<file path="src/rtl/register_32_if.sv">
// rtl/register_32_if.sv - load/data bundle between a datapath register and its driver
interface register_32_if #(
    parameter int WIDTH = 32
);
    logic             enable;
    logic [WIDTH-1:0] DataIn;
    logic [WIDTH-1:0] DataOut;

    modport master (
        output enable,
        output DataIn,
        input  DataOut
    );

    modport slave (
        input  enable,
        input  DataIn,
        output DataOut
    );
endinterface

</file>
<file path="src/rtl/register_32.sv">
// rtl/register_32.sv - parallel-load datapath register with synchronous clear
module register_32 #(
    parameter int               WIDTH       = 32,
    parameter logic [WIDTH-1:0] RESET_VALUE = '0
) (
    input  logic         clock,
    input  logic         clear,
    register_32_if.slave bus
);
    // Initialiser only shapes simulation power-up; silicon starts undefined.
    logic [WIDTH-1:0] q = RESET_VALUE;

    always_ff @(posedge clock) begin
        if (clear) begin
            q <= RESET_VALUE;
        end else if (bus.enable) begin
            q <= bus.DataIn;
        end
    end

    assign bus.DataOut = q;
endmodule

</file>
<file path="src/flat_wrapper.sv">
// flat-port wrapper written by rule: the top's interface ports become plain ports
module register_32_flat 
#(
    parameter int               WIDTH       = 32,
    parameter logic [WIDTH-1:0] RESET_VALUE = '0
)
  (clock, clear, bus_enable, bus_DataIn, bus_DataOut);
  register_32_if #(.WIDTH(WIDTH)) bus_i ();
  input  logic clock;
  input  logic clear;
  input wire logic [$bits(bus_i.enable)-1:0] bus_enable;
  input wire logic [$bits(bus_i.DataIn)-1:0] bus_DataIn;
  output wire logic [$bits(bus_i.DataOut)-1:0] bus_DataOut;
  assign bus_i.enable = bus_enable;
  assign bus_i.DataIn = bus_DataIn;
  assign bus_DataOut = bus_i.DataOut;
  register_32 #(.WIDTH(WIDTH), .RESET_VALUE(RESET_VALUE)) u_core (.clock(clock), .clear(clear), .bus(bus_i));
endmodule
</file>
<file path="config.mk">
export PLATFORM = sky130hd
export DESIGN_NAME = register_32_flat
export DESIGN_NICKNAME = d
export VERILOG_FILES = /design/src/rtl/register_32_if.sv /design/src/rtl/register_32.sv /design/src/flat_wrapper.sv
export SDC_FILE = /design/constraint.sdc
export NUM_CORES = 1
export LEC_CHECK = 0
export CORE_MARGIN = 10
export CORE_UTILIZATION = 37
export CTS_CLUSTER_DIAMETER = 120
export DETAILED_ROUTE_END_ITERATION = 10
export PLACE_DENSITY_LB_ADDON = 0.08
export SETUP_SLACK_MARGIN = 0.15
export SYNTH_ARGS = -nofsm -noshare
export SYNTH_HDL_FRONTEND = slang
export SYNTH_SLANG_ARGS = --single-unit
</file>
<file path="constraint.sdc">
create_clock -name clock -period 0.8 [get_ports clock]
set_input_delay 0.08 -clock clock [delete_from_list [all_inputs] [get_ports clock]]
set_output_delay 0.08 -clock clock [all_outputs]
set_load 0.02 [all_outputs]
</file>
# --- Word level (Yosys, flattened, before mapping) ---
# Index checks and enable logic that the tools add are counted.
word_totals:
  regBits: 32
  inputBits: 35
  out_inout_bits: 32
  elab_cells: 1

# --- Depth between registers and ports, before layout ---
depth:
  word_depth: 0
  mapped_depth: 4
  ltp_nobuf: 2

# --- Worst setup path after synthesis ---
# OpenSTA, ideal clock, no wires.
synth_path:
  kind: "input port to flip-flop"
  start: "in bus_enable"
  end: "reg u_core.q[0] (netlist: u_core.bus.DataOut[0])"
  setup_ns: 0.128
  arrival_time_ns: 0.545
  t_required_ns: 0.672
  slack_ns: 0.127
  cell_stages: 4
  n_path_buf: 2
  cell_sequence: "buf_6 buf_12 mux2i_1 nor2_1"
synth_rtl:
  columns: ["item", "line_no", "text"]
  rows:
  - ["start: declaration", "flat_wrapper.sv:11", "input wire logic [$bits(bus_i.enable)-1:0] bus_enable;"]
  - ["end signal: assignment", "register_32.sv:17", "q <= bus.DataIn;"]
  - ["end: declaration", "register_32.sv:11", "logic [WIDTH-1:0] q = RESET_VALUE;"]

# --- Worst setup path after layout ---
layout_path:
  start: "reg u_core.q[5] (netlist: u_core.bus.DataOut[5])"
  end: "out bus_DataOut[5]"
layout_rtl:
  columns: ["item", "line_no", "text"]
  rows:
  - ["end: declaration", "flat_wrapper.sv:13", "output wire logic [$bits(bus_i.DataOut)-1:0] bus_DataOut;"]
# No word-level cell between the ends.

==> run_results.csv <==
group,metric,value,unit
critical_path,crit_arrival,0.80,ns
die,core,3028,sq um
global_routing,grt_usage,11.07,%
critical_path,required,0.72,ns
critical_path,crit_path_end_kind,"output port",
place,dp_cells,209,
critical_path,max_stage_delay,0.35,ns
finish,fillers,239,
global_routing,grt_start_max_net_pins,33,
global_routing,grt_first_pass_wirelength,5.181,mm
die,die_h,76.08,um
clock_network,clock_path_buffers,2,
critical_path,crit_family,"flip-flops",
route,routed-via-count,939,
route,avgRoutedWirePerCell,14.39,um
die,std_cell_rows,20,
pwr,irDropWorstVdd,1.055,mV
place,place.port_buffers,66,
place,placed_area,1889,sq um
global_routing,grt_pass1_vias,1033,
critical_path,critPathLaunchType,"flop",
timing,finalSetupViolations,32,
clock_network,cts_inserted_buffers,5,
pwr,power_density,1717,nW/um^2
finish,largest_reg_flops,32,
route,drtPass1Iterations,4,
die,fp.dieW,76.08,um
route,vias_per_cell,4.307,
synth,syn_avg_cell_area,11.30,sq um
timing,rsz0062_at_grt,"true",
die,dieArea,5788,sq um
global_routing,antenna_found_initial,0,
finish,n_antenna_cell,0,
timing,fin_crit,0.8758,ns
job,cap_violations,0,
die,initial_utilization,38.43,%
clock_network,cts_tree,"yes",
status,status,"finished with violations",
synth,synth.distinct_cells,6,
timing,layout_setup_ws,-0.07582,ns
finish,area_growth,72.26,%
pwr,leakage,0.9231,nW
timing,tightest_slew,0.1534,ns
route,drc,0,
finish,final_cell_mix,"clkdlybuf4s50_1, buf_6, mux2i_1, nor2_1, dfxtp_2",
route,wl,3.138,mm
clock_network,h-tree-depth,2,
place,hpwl,2.471,mm
timing,max_freq,1.142,GHz
finish,final_nets,208,
clock_network,clk_pin_slew,0.09,ns
timing,skew,0,ns
timing,maxSlewViolCount,0,
finish,fin_cells,218,
critical_path,cp_slowest_cell,"dfxtp_2",
timing,slew_headroom,89.48,%
critical_path,crit_buf_inv,1,
status,violations,"negative setup slack",
clock_network,insertion_delay,0.32,ns
synth,synth.net_count,138,
timing,hold_violations,0,
route,drtAntennaViolNets,0,
synth,syn-cell-area,1164,sq um
synth,ys.warnings.count,0,
synth,synth_seq_cells,32,
timing,finalCritPeriodShare,109.5,%
finish,stdcell_area,2004,sq um
clock_network,hold_buffers,0,
synth,yosysSeqAreaShare,55.05,%
finish,drive_above_1_share,44.25,%
critical_path,path_max_fanout,2,
route,drt_iter0_markers,34,
place,place_ws,-0.2150,ns
timing,timing.hold.ws,0.2367,ns
global_routing,overflow,0,
hold_path,worstHoldPathType,"input pin to flop",
clock_network,cts_root_buffer,"clkbuf_4",
place,gp_congestion,0.6552,
critical_path,crit_type,"flop to output port",
die,ios,67,
clock_network,cts.sinks,32,
synth,syn_inst,103,
critical_path,path_cells,"buf_6",
## Yosys cell counts, drive strengths merged
cell type	n	area [sq um]
mux2i	32	320.3
nor2	32	120.1
clkbuf	3	11.26
buf	4	71.32
dfxtp	32	640.6
## area by class of cell
type	instances	area, sq um	area share, %
timing repair buffer	70	767.0	38.26
sequential	32	680.7	33.96
multi-input combinational	64	440.4	21.97
tap	44	55.05	2.747
clock buffer	6	51.30	2.559
clock inverter	2	10.01	0.4994
## worst min-delay path: stages
cell and delay (ns):
buf_2 0.13, buf_12 0.16, mux2i_1 0.08, nor2_1 0.07
## where the power goes
| group | switching (mW) | total [mW] | internal [mW] |
|---|---|---|---|
| clock | 0.512 | 0.930 | 0.418 |
| combinational | 0.302 | 0.741 | 0.439 |
| sequential | 0.0633 | 1.77 | 1.71 |
| total | 0.878 | 3.44 | 2.56 |
## timing repair
item | 4_1_cts | 5_1_grt
cloned | 0 | 0
buffers inserted | 0 | 1
gates resized for setup | 194 | 1
endpoints found under the setup margin | 34 | 48
pin swaps | 0 | 3
## path summary, 6_finish.rpt
path | cells after the start | slack, ns | end | startpoint
worst max-delay path | 1 | -0.08 | bus_DataOut[5] | u_core.bus.DataOut[5]
worst min-delay path | 4 | 0.24 | u_core.bus.DataOut[6] | bus_enable
worst min register to register | 2 | 0.50 | u_core.bus.DataOut[21] | u_core.bus.DataOut[21]
worst max register to register | 3 | 0.09 | u_core.bus.DataOut[5] | u_core.bus.DataOut[5]
## through the flow
step           setup TNS, ns  util [%]  power [mW]
2_1_floorplan              0         -       2.132
3_3_place_gp          -11.23     62.40       2.494
3_5_place_dp          -11.57     62.40       2.515
4_1_cts               -2.348     65.83       3.483
5_1_grt               -3.440     66.20       3.637
6_report              -1.893     66.20       3.441
## cell families (layout without fill, tap and decap cells)
kind of cell | after synthesis | count (layout) | share of synthesized area, %
mux | 32 | 32 | 27.53
flops | 32 | 32 | 55.05
simple gates | 32 | 32 | 10.32
buf+inv | 7 | 78 | 7.097
## layer usage
layer  vias up  share of wire [%]  wire length [um]  global-route usage, %
met4         0                1.3                42                  3.903
met2        38                 51              1616                  19.05
met3         6                9.3               293                  6.250
met5         -                  0                 0                      0
met1       415                 38              1186                  10.93
li1        480                  -                 -                      -
Power figures use the tool's default switching activity.
